### config.mk
export PLATFORM = sky130hd
export DESIGN_NAME = serial_ripple_subtractor
export DESIGN_NICKNAME = d
export VERILOG_FILES = /design/src/rtl/serial_ripple_subtractor.sv
export SDC_FILE = /design/constraint.sdc
export NUM_CORES = 1
export LEC_CHECK = 0
export CAP_MARGIN = 30
export CELL_PAD_IN_SITES_DETAIL_PLACEMENT = 0
export CELL_PAD_IN_SITES_GLOBAL_PLACEMENT = 1
export CORE_UTILIZATION = 41
export DETAILED_ROUTE_END_ITERATION = 7
export HOLD_SLACK_MARGIN = 0.05
export PLACE_DENSITY = 0.91
export SLEW_MARGIN = 20
export SYNTH_ARGS = -nofsm -noshare
export SYNTH_HDL_FRONTEND = slang
export SYNTH_SLANG_ARGS = --single-unit
### constraint.sdc
create_clock -name clk -period 6 [get_ports clk]
set_input_delay 1.2 -clock clk [delete_from_list [all_inputs] [get_ports clk]]
set_output_delay 1.2 -clock clk [all_outputs]
set_load 0.02 [all_outputs]
### src/rtl/serial_ripple_subtractor.sv
// rtl/serial_ripple_subtractor.sv - bit-serial A - B - Bin subtractor, one bit per clock, LSB first.
// Optional signed overflow flag Ovf is built only when RSUB_OVF_EN is defined.
module serial_ripple_subtractor #(
    parameter int N = 4
) (
    input  logic         clk,
    input  logic         rst,
    input  logic         in_valid,
    output logic         in_ready,
    input  logic [N-1:0] A,
    input  logic [N-1:0] B,
    input  logic         Bin,
    output logic         out_valid,
    input  logic         out_ready,
    output logic [N-1:0] Diff,
    output logic         Bout
`ifdef RSUB_OVF_EN
    ,
    output logic         Ovf
`endif
);

    localparam int CW = (N > 1) ? $clog2(N) : 1;
    localparam logic [CW-1:0] LAST = CW'(N - 1);

    typedef enum logic [1:0] {
        S_IDLE,
        S_RUN,
        S_DONE
    } state_t;

    state_t        r_state;
    state_t        w_next;

    logic [N-1:0]  r_a;
    logic [N-1:0]  r_b;
    logic [N-1:0]  r_acc;
    logic [N-1:0]  r_diff;
    logic          r_borrow;
    logic          r_bout;
    logic [CW-1:0] r_cnt;

    logic          w_abit;
    logic          w_bbit;
    logic          w_d;
    logic          w_borrow_next;
    logic          w_last;
    logic          w_accept;
    logic [N-1:0]  w_acc_next;

    assign w_abit        = r_a[r_cnt];
    assign w_bbit        = r_b[r_cnt];
    assign w_d           = w_abit ^ w_bbit ^ r_borrow;
    assign w_borrow_next = (~w_abit & w_bbit) | (~(w_abit ^ w_bbit) & r_borrow);
    assign w_last        = (r_cnt == LAST);
    assign w_accept      = (r_state == S_IDLE) && in_valid;

    always_comb begin
        w_acc_next        = r_acc;
        w_acc_next[r_cnt] = w_d;
    end

    always_ff @(posedge clk) begin
        if (rst) begin
            r_state <= S_IDLE;
        end else begin
            r_state <= w_next;
        end
    end

    always_comb begin
        w_next    = r_state;
        in_ready  = 1'b0;
        out_valid = 1'b0;
        case (r_state)
            S_IDLE: begin
                in_ready = 1'b1;
                if (in_valid) w_next = S_RUN;
            end
            S_RUN: begin
                if (w_last) w_next = S_DONE;
            end
            S_DONE: begin
                out_valid = 1'b1;
                if (out_ready) w_next = S_IDLE;
            end
            default: w_next = S_IDLE;
        endcase
    end

    // The working accumulator is kept apart from r_diff so the previous result stays visible until the next one completes.
    always_ff @(posedge clk) begin
        if (rst) begin
            r_a      <= '0;
            r_b      <= '0;
            r_acc    <= '0;
            r_diff   <= '0;
            r_borrow <= 1'b0;
            r_bout   <= 1'b0;
            r_cnt    <= '0;
        end else if (w_accept) begin
            r_a      <= A;
            r_b      <= B;
            r_borrow <= Bin;
            r_acc    <= '0;
            r_cnt    <= '0;
        end else if (r_state == S_RUN) begin
            r_acc    <= w_acc_next;
            r_borrow <= w_borrow_next;
            if (w_last) begin
                r_diff <= w_acc_next;
                r_bout <= w_borrow_next;
            end else begin
                r_cnt <= r_cnt + 1'b1;
            end
        end
    end

    assign Diff = r_diff;
    assign Bout = r_bout;

`ifdef RSUB_OVF_EN
    logic r_ovf;

    always_ff @(posedge clk) begin
        if (rst) begin
            r_ovf <= 1'b0;
        end else if ((r_state == S_RUN) && w_last) begin
            r_ovf <= (r_a[N-1] != r_b[N-1]) && (w_d != r_a[N-1]);
        end
    end

    assign Ovf = r_ovf;
`endif

endmodule

==> metrics.cfg <==
[global_route]
grt_max_degree = 18
grt-ovfl-total = 0
grt_use_total = 0.151
antenna_found_initial = 0
grt_pass1_wl_mm = 2.97
grt_pass1_vias = 728

[placement]
place_congestion = 0.764
hpwl_mm = 1.28
portBuffers = 19
post_dp_cell_area_sq_um = 1190
placed_cells = 137

[timing]
rsz0062_at_grt = false
finalMaxSlewViolations = 0
setup_viol = 0
finalSetupTns_ns = 0
clock_skew_ns = 0.00190
fmax_mhz = 347
period_share = 0.480
maxSlewHeadroom = 0.392
finalHoldViolCount = 0
hold_slack_ns = 0.477
fin_crit_ns = 2.88
worstMarginPinSlew_ns = 0.908

[clock_tree]
h-tree-depth = 1
cts_post_setup_buffers_inserted = 0
cts-root-buf = clkbuf_4
cts_tree = done
clock_sinks = 21
clk_pin_slew_ns = 0.11
cts.path.max_buffers = 2
insertion_delay_ns = 0.30
cts_made_buffers = 3
ctsResizeCount = 0
cts_hold_buf = 0

[die]
die_h_um = 51.8
start_util = 0.447
fp.dieArea_sq_um = 2690
placementRows = 17
core_sq_um = 2280
die_x_um = 51.8
ioPinCount = 20

[pwr]
ir_drop_mv = 0.159
design_power_total_mw = 0.262
p_leak_nw = 0.466
power_density_nw_per_um2 = 215

[cells_and_area]
nNetsFinal = 132
drive_above_1_share = 0.106
layoutNonFillerInstCount = 141
syn_to_final_growth_pct = 19.8
stdcell_area_sq_um = 1220
diodes = 0

[route]
wl_per_cell_um = 12.1
drcViolationCount = 0
wl_mm = 1.71
dr.first_iter.drc_count = 1
first_pass_iters = 3
ant_nets = 0
via_per_inst = 5.00
dr_total_vias = 705

[synthesis]
yosys_warnings = 0
syn_area_per_cell_sq_um = 10.6
synthesis.area_sq_um = 1020
synth-seq-cells = 21
synthCells = 96
ys_types = 23
synth_nets = 114
seq_area_frac_synth = 0.413

[worst_setup_path]
crit_arrival_ns = 1.68
critPathTopFamily = buffers and inverters
critPathMaxStageDelay_ns = 0.62
cp-end-kind = primary output
path_class = reg2out
required_ns = 4.80
crit_fanout = 10
path_buf_inv = 1
path_cells = nor2b_1 > clkdlybuf4s50_1
cp-start-kind = flip-flop
crit_slowest_cell = clkdlybuf4s50_1

[worst_hold_path]
min_path_type = reg2reg

[outcome]
status = finished clean

[job]
max_cap_violations = 0

[layer usage]
| metal | routed length (um) | up-vias | global-route usage |
|---|---|---|---|
| met2 | 871 | 13 | 0.282 |
| met4 | 22 | 0 | 0.0676 |
| met5 | 0 | - | 0 |
| met3 | 52 | 4 | 0.0175 |
| li1 | - | 358 | - |
| met1 | 760 | 330 | 0.168 |
[worst paths after layout]
| kind | start | endpoint | slack (ns) | cells after the start |
|---|---|---|---|---|
| worst max register to register | r_cnt[0] | Diff[2] | 3.82 | 4 |
| worst min register to register | Diff[3] | Diff[3] | 0.48 | 2 |
| worst max-delay path | r_state[1] | out_valid | 3.12 | 2 |
| worst min-delay path | Diff[3] | Diff[3] | 0.48 | 2 |
[area by class of cell]
class	instances	area, sq um
inverters	4	15.0
fillers	208	1060
repair buffers	19	190
clock buffers	4	26.3
well taps	28	35.0
flip-flops and latches	21	420
multi-input cells	65	533
[stage by stage]
stage / utilization / worst slack, ns
floorplan: - / 3.97
global placement: 0.524 / 3.11
detailed placement: 0.524 / 3.09
CTS: 0.536 / 3.10
global route: 0.536 / 3.03
finish: 0.536 / 3.12
[power breakdown]
part           internal, mW  switching, mW  leakage, nW
Sequential            0.145        0.00511        0.171
Combinational        0.0235         0.0196        0.280
Clock                0.0259         0.0431       0.0150
[cells in the final DEF, fill, tap and decap left out, drive strengths merged]
cell type      synthesis  routed
mux2i                 15      15
o21ai                  1       1
nor2b                  2       2
fa                     1       1
nand3b                 5       5
mux4                   2       2
nand2b                 1       1
a21oi                  2       2
inv                    4       4
a211oi                 4       4
ha                     4       4
nor3b                  2       2
nand2                  2       2
mux2                   1       1
clkdlybuf4s50          0      19
xnor2                  1       1
and3b                  1       1
dfxtp                 21      21
nor2                  20      20
or2                    1       1
clkbuf                 1       4
[state kept, by name (all words and copies together), names as in the netlist]
register	count
r_a	4
r_state	2
r_cnt	2
r_borrow	1
Diff	4
r_b	4
Bout	1
r_acc	3
[worst min-delay path: cells and delay by family, from the launching register on]
family,cells,cell delay (ns)
and+or+nand+nor,1,0.05
DFF,1,0.33
AOI/OAI and AO/OA,1,0.06
[logic make-up (layout without fill, tap and decap cells)]
logic type | count (synthesis) | after routing | synth area share
AO/OA/AOI/OAI | 7 | 7 | 0.0676
XOR/XNOR | 1 | 1 | 0.00860
adder cells (fa/ha/maj) | 5 | 5 | 0.0688
buffers and inverters | 10 | 27 | 0.0639
flip-flops | 21 | 21 | 0.413
multiplexers | 18 | 18 | 0.203
AND/OR/NAND/NOR | 34 | 34 | 0.176
[cell usage after synthesis]
cell	count	area share
nor3b_2	2	0.025
mux2_1	1	0.011
and3b_1	1	0.0086
buf_6	3	0.033
nor2_1	20	0.074
buf_4	1	0.0074
buf_2	1	0.0049
mux4_2	2	0.044
nand2b_1	1	0.0061
nand3b_1	5	0.037
nand2_1	2	0.0074
nor2b_1	2	0.012
o21ai_2	1	0.0086
or2_1	1	0.0061
ha_1	4	0.049
fa_1	1	0.020
dfxtp_1	21	0.41
inv_1	4	0.015
mux2i_1	15	0.15
a211oi_2	4	0.049
clkbuf_1	1	0.0037
a21oi_1	2	0.0098
xnor2_1	1	0.0086
Power figures use the tool's default switching activity.
==> RTL change (same flow settings) <==
The parameter `N` goes from 4 to 2.
--- a/src/rtl/serial_ripple_subtractor.sv
+++ b/src/rtl/serial_ripple_subtractor.sv
@@ -2,5 +2,5 @@
 // Optional signed overflow flag Ovf is built only when RSUB_OVF_EN is defined.
 module serial_ripple_subtractor #(
-    parameter int N = 4
+    parameter int N = 2
 ) (
     input  logic         clk,
Interface: changed (resized A, B and Diff); port bits go from 20 to 14. No check against the original RTL was run, so the function may have changed too.
==> RTL change against the unedited design <==
- routed wire length decreased by 49%
- worst setup slack gained 0.12 ns
- area after synthesis shrank 47%
- sequential cell count is 9 lower
- final cell count fell by 43%
- first-iteration DRC count rose to 4.0 times the old value
- combinational power is 30% lower
- clock power fell by 8.0%
- clock skew is 0.0033 ns higher
- largest power group unchanged
- highest routed layer is now met3
- cell area down 42%
- sequential share of layout area down 0.54 points
- power shrank 31%
==> RTL change: results <==
[run_status]
run_status = "complete, no violations"

[final_layout]
final-seq-area_um2 = 240.2
multiInputCombCellCount = 37
fin_nets = 78
fillCellCount = 111
buffer_area_share_pct = 18.37
inverters_excl_clock = 1
multi_input_area_um2 = 280.3
drive_above_1_share_pct = 16.42

[global_route]
grt_pass1_wl_um = 1455
gr-usage-met1_pct = 19.05
grtUsageTotal_pct = 14.51

[critical_path]
reg2reg_from = "r_cnt"

[logic_synthesis]
synth-xor-area-share_pct = 0
synth_mux_area_share_pct = 16.01
synth_common_cells = "dfxtp_1 (12), nor2_1 (9), mux2i_1 (6)"
synthAdderAreaFrac_pct = 3.712
synth_compound_area_share_pct = 8.121

[min_path]
holdCritStartpoint = "Diff[1]"

[pwr]
p_leak_nw = 0.2662
ir_drop_mv = 0.1323

[drt]
wl_met2_um = 366
wl_met1_um = 460

[clocking]
clock_sinks = 12
path_clk_slew_ns = 0.08

[place]
dp.cells = 77
place_ws_ns = 3.248

[die]
taps = 14
==> RTL change: power groups by stage <==
stage / Sequential [mW] / Clock (mW) / Combinational, mW
3_3_place_gp: 0.0895 / 0 / 0.0304
3_5_place_dp: 0.0897 / 0 / 0.0304
5_1_grt: 0.0885 / 0.0697 / 0.0331
6_report: 0.0877 / 0.0635 / 0.0300
4_1_cts: 0.0878 / 0.0668 / 0.0305
2_1_floorplan: 0.0890 / 0 / 0.0211
==> RTL change: critical path, stage by stage, from the launching register on <==
cell,delay [ns]
dfxtp_1,0.48
nor2b_1,0.21
clkdlybuf4s50_1,0.62
==> RTL change: worst paths after layout <==
kind | to | slack, ns | cells after the start
setup / recovery | out_valid | 3.23 | 2
hold / removal | Diff[1] | 0.46 | 2
setup reg to reg | r_borrow | 4.21 | 4
hold reg to reg | Diff[1] | 0.46 | 2
